===== config.mk =====
export PLATFORM = sky130hd
export DESIGN_NAME = rr_burst_arbiter
export DESIGN_NICKNAME = d
export VERILOG_FILES = /design/src/rtl/arb_pkg.sv /design/src/rtl/rr_prio_pick.sv /design/src/rtl/rr_burst_arbiter.sv
export SDC_FILE = /design/constraint.sdc
export NUM_CORES = 1
export LEC_CHECK = 0
export ABC_AREA = 1
export ABC_CLOCK_PERIOD_IN_PS = 5350
export BUFFER_PORTS_ARGS = -buffer_cell sky130_fd_sc_hd__buf_2
export CAP_MARGIN = 20
export CORE_MARGIN = 5
export CORE_UTILIZATION = 45
export CTS_BUF_LIST = sky130_fd_sc_hd__clkbuf_2 sky130_fd_sc_hd__clkbuf_4 sky130_fd_sc_hd__clkbuf_8
export CTS_CLUSTER_DIAMETER = 30
export DETAILED_ROUTE_END_ITERATION = 10
export GPL_TIMING_DRIVEN = 0
export PLACE_DENSITY = 0.76
export RECOVER_POWER = 25
export SYNTH_ARGS = -nofsm -noshare
export SYNTH_HDL_FRONTEND = slang
export SYNTH_SLANG_ARGS = --single-unit

===== constraint.sdc =====
create_clock -name clk -period 5.35 [get_ports clk]
set_input_delay 0.535 -clock clk [delete_from_list [all_inputs] [get_ports clk]]
set_output_delay 0.535 -clock clk [all_outputs]
set_load 0.05 [all_outputs]

===== src/rtl/arb_pkg.sv =====
// Shared state type and index/one-hot helpers for the round-robin burst arbiter.
// Used by rr_burst_arbiter and rr_prio_pick.
package arb_pkg;

  // Upper bound on requester count supported by the one-hot helpers.
  localparam int unsigned ARB_MAX_CORES = 64;

  typedef enum logic {
    IDLE = 1'b0,
    OWN  = 1'b1
  } arb_state_t;

  // Width of a binary core index; a single core still gets a 1-bit index.
  function automatic int arb_idx_w(input int n);
    return (n > 1) ? $clog2(n) : 1;
  endfunction

  function automatic logic [ARB_MAX_CORES-1:0] arb_onehot(input int unsigned idx);
    logic [ARB_MAX_CORES-1:0] oh;
    oh = ARB_MAX_CORES'(1) << idx;
    return oh;
  endfunction

  function automatic int unsigned arb_idx(input logic [ARB_MAX_CORES-1:0] oh);
    int unsigned r;
    r = 0;
    for (int i = 0; i < ARB_MAX_CORES; i++) begin
      if (oh[i]) r = unsigned'(i);
    end
    return r;
  endfunction

endpackage


===== src/rtl/rr_prio_pick.sv =====
// Combinational rotating priority encoder: first set request at or after ptr,
// wrapping to 0, found by searching the request vector rotated down by ptr.
module rr_prio_pick #(
  parameter int NUM_CORES = 4,
  parameter int IDX_W     = 2
) (
  input  logic [NUM_CORES-1:0] req,
  input  logic [IDX_W-1:0]     ptr,
  output logic [IDX_W-1:0]     win_idx,
  output logic                 win_valid
);

  logic [2*NUM_CORES-1:0] dbl;
  logic [NUM_CORES-1:0]   rot;
  int unsigned            off;
  int unsigned            sum;
  logic                   found;

  always_comb begin
    dbl   = {req, req};
    rot   = NUM_CORES'(dbl >> ptr);
    off   = 0;
    found = 1'b0;
    for (int k = 0; k < NUM_CORES; k++) begin
      if (!found && rot[k]) begin
        off   = unsigned'(k);
        found = 1'b1;
      end
    end
    // Explicit wrap so non-power-of-two core counts index correctly.
    sum = 32'(ptr) + off;
    if (sum >= unsigned'(NUM_CORES)) sum = sum - unsigned'(NUM_CORES);
    win_idx   = IDX_W'(sum);
    win_valid = |req;
  end

endmodule


===== src/rtl/rr_burst_arbiter.sv =====
// Work-conserving round-robin arbiter with burst locking and registered grants.
// Optional burst-length limit is enabled by defining ARB_BURST_LIMIT_EN.
module rr_burst_arbiter
  import arb_pkg::*;
#(
  parameter  int NUM_CORES = 4,
  parameter  int MAX_BURST = 8,
  localparam int IDX_W     = arb_idx_w(NUM_CORES)
) (
  input  logic                 clk,
  input  logic                 rst_n,
  input  logic [NUM_CORES-1:0] req,
  input  logic [NUM_CORES-1:0] lock,
  output logic [NUM_CORES-1:0] grant,
  output logic [IDX_W-1:0]     grant_idx,
  output logic                 grant_valid,
  output logic                 grant_start
);

  if (NUM_CORES < 1 || MAX_BURST < 1) begin : g_bad_param
    $error("rr_burst_arbiter: NUM_CORES and MAX_BURST must both be >= 1");
  end

  arb_state_t           state_q;
  logic [NUM_CORES-1:0] grant_q;
  logic [IDX_W-1:0]     idx_q;
  logic [IDX_W-1:0]     ptr_q;
  logic                 valid_q;
  logic                 start_q;

  logic [IDX_W-1:0]     win_idx;
  logic                 win_valid;
  logic [NUM_CORES-1:0] win_oh;
  logic [IDX_W-1:0]     ptr_d;
  logic                 keep;
  logic                 limit_hit;

  rr_prio_pick #(
    .NUM_CORES (NUM_CORES),
    .IDX_W     (IDX_W)
  ) u_pick (
    .req       (req),
    .ptr       (ptr_q),
    .win_idx   (win_idx),
    .win_valid (win_valid)
  );

  always_comb begin
    win_oh = NUM_CORES'(arb_onehot(32'(win_idx)));
    ptr_d  = (win_idx == IDX_W'(NUM_CORES - 1)) ? '0 : win_idx + IDX_W'(1);
    // grant_q is zero in IDLE, so keep can only assert for a current owner.
    keep   = (|(grant_q & req & lock)) & ~limit_hit;
  end

`ifdef ARB_BURST_LIMIT_EN
  localparam int              BEAT_W   = $clog2(MAX_BURST) + 1;
  localparam logic [BEAT_W-1:0] BEAT_MAX = BEAT_W'(MAX_BURST - 1);

  logic [BEAT_W-1:0] beat_q;

  assign limit_hit = (beat_q == BEAT_MAX) && (|(req & ~grant_q));

  always_ff @(posedge clk or negedge rst_n) begin
    if (!rst_n) begin
      beat_q <= '0;
    end else if (keep) begin
      if (beat_q != BEAT_MAX) beat_q <= beat_q + BEAT_W'(1);
    end else begin
      beat_q <= '0;
    end
  end
`else
  assign limit_hit = 1'b0;
`endif

  always_ff @(posedge clk or negedge rst_n) begin
    if (!rst_n) begin
      state_q <= IDLE;
      grant_q <= '0;
      idx_q   <= '0;
      ptr_q   <= '0;
      valid_q <= 1'b0;
      start_q <= 1'b0;
    end else begin
      case (state_q)
        IDLE: begin
          if (win_valid) begin
            state_q <= OWN;
            grant_q <= win_oh;
            idx_q   <= win_idx;
            ptr_q   <= ptr_d;
            valid_q <= 1'b1;
            start_q <= 1'b1;
          end
        end
        OWN: begin
          if (keep) begin
            start_q <= 1'b0;
          end else if (win_valid) begin
            // Handoff in the same edge; the old owner already sits behind ptr.
            grant_q <= win_oh;
            idx_q   <= win_idx;
            ptr_q   <= ptr_d;
            valid_q <= 1'b1;
            start_q <= 1'b1;
          end else begin
            state_q <= IDLE;
            grant_q <= '0;
            valid_q <= 1'b0;
            start_q <= 1'b0;
          end
        end
        default: state_q <= IDLE;
      endcase
    end
  end

  assign grant       = grant_q;
  assign grant_idx   = idx_q;
  assign grant_valid = valid_q;
  assign grant_start = start_q;

endmodule


Word level (Yosys, flattened, before mapping)
Index checks and enable logic that the tools add are counted.
- register bits: 11
- magnitude comparators: 1
- multiplexer cells: 26
- $add $sub $neg: 3
- shift-type cells: 2
- bitwise logic cells: 3
- reduce and logical (&&, ||, !) cells: 9
- equality and inequality tests: 3
- operator list (operator ; count):
    $mux 2 ; 8
    $mux 4 ; 3
    $mux 1 ; 9
    $and 4x4->4 ; 2
    $pmux 2 s2 ; 2
    $pmux 4 s2 ; 1
    $reduce_or 4->1 ; 2
    $shr 8x2->4 ; 1
    $pmux 1 s2 ; 3
    $shl 1x2->4 const A ; 1
    $add 2x2->3 ; 1
    $ge 3x3->1 const B ; 1
    $logic_and 1x1->1 ; 3
    $logic_not 1->1 ; 3
    $add 2x1->2 const B ; 1
    $eq 2x2->1 const B ; 1
    $ne 2x1->1 const B ; 1
    $ne 2x2->1 const B ; 1
    $reduce_and 2->1 ; 1
    $sub 2x1->2 const B ; 1
    $not 1->1 ; 1

Longest topological paths before layout
Gate-level depths: netlist of the first run.
- depth after elaboration: 19
- depth in mapped cells: 15
- mapped depth without buffers: 15

Hierarchy
Synthesis of the first run repeated with hierarchy kept, for this count alone.
- cell total of the unflattened synthesis: 96
- area, all modules: 728.2 um2
- by module, submodules not included (module ; times used ; sequential area each (um2) ; cells each ; area each (um2)):
    rr_burst_arbiter ; 1 ; 275.3 ; 61 ; 556.8
    rr_prio_pick ; 1 ; 0.0 ; 35 ; 171.4

Worst setup path after synthesis of the first run
Ideal clock, no wire load.
- path kind: input -> register
- start point: in req[1]
- end point: reg ptr_q[1]
- path buffers: 0
- data required time: 5.267 ns
- setup time: 0.083 ns
- setup slack: 3.348 ns
- cell stages on the path: 12
- arrival: 1.920 ns
- cells stage by stage: nand2_1 -> nand3_1 -> nand2_1 -> nand3_1 -> a21boi_0 -> ha_1 -> xnor2_1 -> nand3_2 -> nand2_4 -> inv_1 -> ha_1 -> o21ai_0
- word-level cells in the longest chain between the ends: 19
- elaborated cells between the ends (all ways): 28
- RTL lines (what ; line ; text):
    start, declared ; rr_burst_arbiter.sv:12 ; input logic [NUM_CORES-1:0] req,
    $shr 8x2->4 * ; rr_prio_pick.sv:21 ; rot = NUM_CORES'(dbl >> ptr);
    $mux 1 ; rr_prio_pick.sv:25 ; if (!found && rot[k]) begin
    $logic_not 1->1 ; rr_prio_pick.sv:25 ;
    $logic_and 1x1->1 ; rr_prio_pick.sv:25 ;
    $mux 1 ; rr_prio_pick.sv:25 ;
    $logic_not 1->1 ; rr_prio_pick.sv:25 ;
    $logic_and 1x1->1 ; rr_prio_pick.sv:25 ;
    $mux 1 ; rr_prio_pick.sv:25 ;
    [... 4 more ...] ; - ;
    $ge 3x3->1 / $sub 2x1->2 (equally long branches) ; rr_prio_pick.sv:32 ; if (sum >= unsigned'(NUM_CORES)) sum = sum - unsigned'(NUM_CORES);
    $mux 2 * ; rr_prio_pick.sv:32 ;
    via u_pick.sum[1] ; rr_prio_pick.sv:16 ; int unsigned sum;
    $add 2x1->2 / $eq 2x2->1 (equally long branches) ; rr_burst_arbiter.sv:50 ; ptr_d = (win_idx == IDX_W'(NUM_CORES - 1)) ? '0 : win_idx + IDX_W'(1);
    $mux 2 * ; rr_burst_arbiter.sv:50 ;
    $mux 2 * ; rr_burst_arbiter.sv:87, rr_burst_arbiter.sv:99 ;
    $mux 2 ; rr_burst_arbiter.sv:97 ; if (keep) begin
    $pmux 2 s2 * ; rr_burst_arbiter.sv:85 ; case (state_q)
    end signal, assigned ; rr_burst_arbiter.sv:91 ; ptr_q <= ptr_d;
    end signal, assigned ; rr_burst_arbiter.sv:103 ; ptr_q <= ptr_d;
    end, declared ; rr_burst_arbiter.sv:27 ; logic [IDX_W-1:0] ptr_q;
Mark *: on every way through the listed nets, which the timed path passes. The rest lies on a longest branch. The select of a mux whose other input is x is not followed.
A chain may end at the register's enable or synchronous reset.

Final worst setup path of the first run
- start point: reg ptr_q[1]
- end point: reg ptr_q[1]
- word-level cells in the longest chain between the ends: 19
- elaborated cells between the ends (all ways): 23
- RTL lines (what ; line):
    $shr 8x2->4 ; rr_prio_pick.sv:21
    $mux 1 ; rr_prio_pick.sv:25
    $logic_not 1->1 ; rr_prio_pick.sv:25
    $logic_and 1x1->1 ; rr_prio_pick.sv:25
    $mux 1 ; rr_prio_pick.sv:25
    $logic_not 1->1 ; rr_prio_pick.sv:25
    $logic_and 1x1->1 ; rr_prio_pick.sv:25
    $mux 1 ; rr_prio_pick.sv:25
    [... 4 more ...] ; -
    $ge 3x3->1 / $sub 2x1->2 (equally long branches) ; rr_prio_pick.sv:32
    $mux 2 * ; rr_prio_pick.sv:32
    via u_pick.sum[1] ; rr_prio_pick.sv:16
    $add 2x1->2 / $eq 2x2->1 (equally long branches) ; rr_burst_arbiter.sv:50
    $mux 2 * ; rr_burst_arbiter.sv:50
    $mux 2 * ; rr_burst_arbiter.sv:87, rr_burst_arbiter.sv:99
    $mux 2 ; rr_burst_arbiter.sv:97
    $pmux 2 s2 * ; rr_burst_arbiter.sv:85
Marks and branches as above.

==> reports/metrics.cfg, run 1 <==
[run_status]
status = finished clean

[worst_setup_path]
r2r-start = ptr_q[1]
worstPathCellList = buf_4 -> inv_1 -> nand3_1 -> nand2_1 -> nand3_1 -> a21boi_0 -> ha_1 -> xnor2_1 -> nand3_2 -> nand2_4 -> inv_1 -> ha_1 -> o21ai_0
cp_top_family = simple AND/OR/NAND/NOR gates
arrival_ns = 2.38
worstPathMaxFanout = 7
worst_ep_required_time_ns = 5.54
cp.depth = 13
cp_num_buf_inv = 3
worst_setup_path_start_kind = flip-flop
rrSetupSlack_ns = 3.16
cp_slowest_cell = dfrtp_1
end_kind = flip-flop
critPathLaunch = ptr_q[1]
slowest_delay_ns = 0.37
reg2regPathDepth = 13
critPathKind = reg2reg

[cells_and_area]
nFillCells = 149
diodes = 0
final_area_um2 = 811
syn2layout_area_growth_pct = 19.8
multi_input_area_um2 = 359
nets = 127
final_layout_size_suffix_gt1_share_pct = 26.5
ff_latch_area_um2 = 275

[route]
wl_per_cell_um = 11.2
drcViolationCount = 0
drt_iter0_markers = 19
dr.pass1.iters = 4
ant_nets = 0
wl_mm = 1.45
num_vias = 658
vias_per_cell = 5.10

[synthesis]
synthAdderAreaFrac_pct = 5.55
synthTopCellsByCount = nand2_1, nand3_1, dfrtp_1
synth.area.top_cells = dfrtp_1, nand2_1, nand3_1
yosysMostFrequentCell = nand2_1
synth_compound_area_share_pct = 4.25
synth_xor_area_share_pct = 1.29
synthCells = 92
synth_edf_count = 0
synth_top_family_by_area = simple AND/OR/NAND/NOR gates
avgSynthCellArea_um2 = 7.36
yosys_warnings = 0
mappedNetlistArea_um2 = 677
synth_top_area_share_pct = 40.7
syn_nets = 105
synth_seq_cells = 11
yosys.area_share.simple_pct = 42.0
yosys.cell_types.count = 17
yosysTopAreaCell = dfrtp_1
yosysSeqAreaShare_pct = 40.7
muxShareOfSynthArea_pct = 0
synthArstFlopShare_pct = 100
ys.flop_type = dfrtp_1

[clocking]
cts_hold_repair.buffers = 0
htreeDepth = 1
clk_latency_ns = 0.28
clock-sinks = 11
cts_buffer_depth = 2
cts_tree = yes
numCtsBuffers = 3
clockRootBuffer = clkbuf_4
clk_pin_slew_ns = 0.08
post-cts-setup-buffer-count = 0
cts_resized = 0

[sta]
fmax_mhz = 457
final_hold_viol_count = 0
setup_viol = 0
slew_viol_final = 0
fin_crit_sh_pct = 40.9
clock_skew_ns = 0.00737
setup_tns_ns = 0
rsz0062_at_grt = no
slew_headroom_pct = 62.0
hold_ws_ns = 0.217
fin_ws_ns = 3.16
fin_crit_ns = 2.19
worst_slew_pin_slew_ns = 0.570

[global_route]
gr-total-overflow = 0
grt_pass1_vias = 626
grt_pass1_wl_mm = 2.60
grt_use_total_pct = 13.7
grt_max_degree = 12
antenna_found_initial = 0

[die]
die_y_um = 48.8
die_w_um = 48.8
pin_count = 18
core_mm2 = 0.00147
rows = 14
start_util_pct = 46.0
dieArea_mm2 = 0.00238

[flow_run]
max_cap_violations = 0

[place]
place.gp.congestion = 0.772
hpwl_mm = 1.12
pre_cts_ws_ns = 3.03
place_area_um2 = 782
port_buffers = 17

[worst_hold_path]
holdCritPathClass = in2async

[pwr]
ir_drop_uv = 447
power_mw = 0.615
p_per_area_mw_per_mm2 = 759
p_leak_nw = 0.464

power by group:
group	leakage [nW]	internal, mW	switching, mW
Clock	0.0184	0.0340	0.0300
Combinational	0.317	0.131	0.276
Sequential	0.129	0.121	0.0231
Total	0.464	0.286	0.329
state kept, by name (all words and copies together) (netlist names):
register     count
grant_valid      1
grant_idx        2
grant            4
grant_start      1
ptr_q            2
state_q          1
metrics by stage:
step,utilization [%],cells
floorplan,-,92
global placement,53.1,125
detailed placement,53.1,125
CTS,55.2,129
global route,55.1,129
finish,55.1,129
worst paths after layout:
path                                      to
worst max-delay path                ptr_q[1]
worst min-delay path            grant_idx[0]
worst max register to register      ptr_q[1]
worst min register to register  grant_idx[1]
max in group asynchronous        grant_valid
min in group clk                grant_idx[1]
cell type report:
| class | count | share of cell area, % |
|---|---|---|
| repair buffers | 17 | 10.3 |
| multi-input cells | 71 | 44.3 |
| clock buffers | 4 | 3.70 |
| plain buffers | 1 | 0.926 |
| well taps | 16 | 2.47 |
| flip-flops and latches | 11 | 34.0 |
| inverters | 9 | 4.32 |
kinds of logic (layout without fill, tap and decap cells):
group | Yosys count | count (layout)
AOI/OAI and AO/OA | 4 | 4
xor gates and xnor gates | 1 | 1
adders and majority gates | 3 | 3
buffers and inverters | 10 | 31
DFF | 11 | 11
and+or+nand+nor | 63 | 63
layout by cell type, fill, tap and decap left out, drive strengths merged:
master,n
nand2,41
buf,17
nand3,16
dfrtp,11
inv,8
nor2,6
clkbuf,5
ha,3
o21ai,2
clkinv,1
xnor2,1
a21boi,1
o21bai,1
per-layer routing:
layer	global-route usage, %	vias to the layer above	share of wire [%]
met5	0	-	0
met3	4.89	5	6.7
met4	5.38	0	1.9
met2	23.0	16	49
met1	15.7	306	42
li1	-	331	-
(Power assumes the default switching activity.)
==> run 2: changes to the inputs <==
- ABC_CLOCK_PERIOD_IN_PS: 5350 -> 2300
- clock period: 5.35 -> 2.3 ns (I/O delays scaled with it)
==> run 2 against run 1 <==
Flip-flop and latch count stayed put. Hold slack better by 0.083 ns. Combinational power grew to 2.5 times the previous value. Clock power is 130% higher. Die area stayed put. Routed wire length is 6.6% higher. Cell count is 0.78% higher. Largest cell class unchanged. Core utilization is 0.94 points higher. Critical path type unchanged. Via count is 2.1% higher. Sequential power is 130% higher. Design area is 1.7% higher. Critical path depth stayed put. Highest routed layer unchanged.
==> reports/metrics.cfg, run 2 (synthesis gave the netlist of run 1 again) <==
[clocking]
htreeDepth = 1
clockRootBuffer = clkbuf_4
clk_latency_ns = 0.28
clock-sinks = 11
cts_buffer_depth = 2
clk_pin_slew_ns = 0.08
post-cts-setup-buffer-count = 0
numCtsBuffers = 3
cts_tree = yes

[sta]
worst_slew_pin_slew_ns = 0.575
final_hold_viol_count = 0
clock_skew_ns = 0.00763
setup_viol = 0
slew_viol_final = 0
slew_headroom_pct = 61.6
fin_crit_sh_pct = 93.8
fin_crit_ns = 2.16
fmax_mhz = 464
fin_ws_ns = 0.143

[cells_and_area]
final_cell_mix = nand2_1, nand3_1, buf_2
nFillCells = 151
syn2layout_area_growth_pct = 21.8
diodes = 0
finish.cell_count_without_fillers = 130
multi_input_area_um2 = 363
largest_reg_flops = 4
nets = 128
final_common_cell = nand2_1
final_layout_size_suffix_gt1_share_pct = 27.2
ff_latch_area_um2 = 277

[worst_hold_path]
holdPathEnd = state_q
holdCritPathClass = in2reg
hold-path-cell-count = 3
hold_start = req[3]

[global_route]
grt_use_total_pct = 13.8
gr-total-overflow = 0
grt_max_degree = 12
antenna_found_initial = 0
grt_pass1_wl_mm = 2.62
grt_pass1_vias = 629

[place]
dp.cells = 125
port_buffers = 17
hpwl_mm = 1.12
place.gp.congestion = 0.772
pre_cts_ws_ns = 0.121

[pwr]
p_sw_mw = 0.802
power_frac_clock_pct = 9.9
internal_power_mw = 0.699
ir_drop_uv = 1080
p_per_area_mw_per_mm2 = 1820
seqPwrFrac_pct = 22.5
switching_share_pct = 53.4
p_leak_nw = 0.467
combPwrFrac_pct = 67.7

[flow_run]
max_cap_violations = 0

[route]
ant_nets = 0
wl_per_cell_um = 11.9
wl_mm = 1.54
dr.pass1.iters = 4
num_vias = 672
drcViolationCount = 0
drt_iter0_markers = 10
vias_per_cell = 5.17

[worst_setup_path]
arrival_ns = 2.35
worstPathMaxFanout = 7
worst_setup_path_start_kind = flip-flop
r2r-start = ptr_q[1]
reg2regPathDepth = 13
rrSetupSlack_ns = 0.14
r2r_end = ptr_q[1]
worst_ep_required_time_ns = 2.50
critPathKind = reg2reg
end_kind = flip-flop

[die]
die_w_um = 48.8
start_util_pct = 46.0
rows = 14
pin_count = 18
core_mm2 = 0.00147
die_y_um = 48.8
dieArea_mm2 = 0.00238

[run_status]
status = finished clean

## run 2: cell count changes in the layout (fill, tap and decap cells not counted)
cell,before,now
a21boi_1,0,1
buf_2,16,15
dlygate4sd3_1,0,1
o21ai_2,1,2
a21boi_0,1,0
dfrtp_1,11,10
clkbuf_1,1,2
o21ai_0,1,0
dfrtp_2,0,1
## run 2: critical path, cell delays in order (launching register included)
cell	delay, ns
dfrtp_1	0.37
buf_4	0.16
inv_1	0.11
nand3_1	0.09
nand2_1	0.09
nand3_1	0.07
a21boi_1	0.14
ha_1	0.18
xnor2_1	0.16
nand3_2	0.14
nand2_4	0.10
inv_1	0.04
ha_1	0.29
o21ai_2	0.15
## run 2: power by group through the flow
stage,combinational [mW],clock (mW),sequential [mW]
2_1_floorplan,0.585,0,0.525
3_3_place_gp,0.938,0,0.333
3_5_place_dp,0.955,0,0.335
4_1_cts,0.964,0.156,0.335
5_1_grt,1.15,0.165,0.352
6_report,1.02,0.148,0.337
## run 2: final cells by class
cell class	count	area share (%)
multi-input cells	71	44.0
flip-flops and latches	11	33.5
repair buffers	18	11.2
inverters	9	4.25
clock buffers	4	3.64
well taps	16	2.43
plain buffers	1	0.910
## run 2: metrics by stage
step | instance area [um2] | util [%] | hold WS, ns | setup TNS, ns | power, mW
2_1_floorplan | 677 | - | -0.0656 | 0 | 1.11
3_3_place_gp | 782 | 53.1 | 0.102 | 0 | 1.27
3_5_place_dp | 782 | 53.1 | 0.108 | 0 | 1.29
4_1_cts | 822 | 55.9 | 0.294 | 0 | 1.45
5_1_grt | 825 | 56.0 | 0.302 | -0.0242 | 1.67
6_report | 825 | 56.0 | 0.300 | 0 | 1.50
## run 2: how the worst max path moves through the flow
| stage | start | to |
|---|---|---|
| finish | ptr_q[1] | ptr_q[1] |
| global placement | ptr_q[1] | ptr_q[1] |
| floorplan | ptr_q[1] | ptr_q[1] |
| detailed placement | ptr_q[1] | ptr_q[1] |
| CTS | ptr_q[1] | ptr_q[1] |
| global route | ptr_q[1] | ptr_q[1] |
## run 2: routing by layer
layer  global-route usage, %  share of wire [%]
met4                    5.38                1.7
met2                    23.0                 50
met5                       0                  0
met3                    4.89                6.9
met1                    15.9                 41
## run 2: what timing repair did
item / in CTS / in global routing
resized for setup: 0 / 4
hold buffers: 1 / 0
endpoints found under the hold margin: 11 / 0
endpoints found under the setup margin: 0 / 1
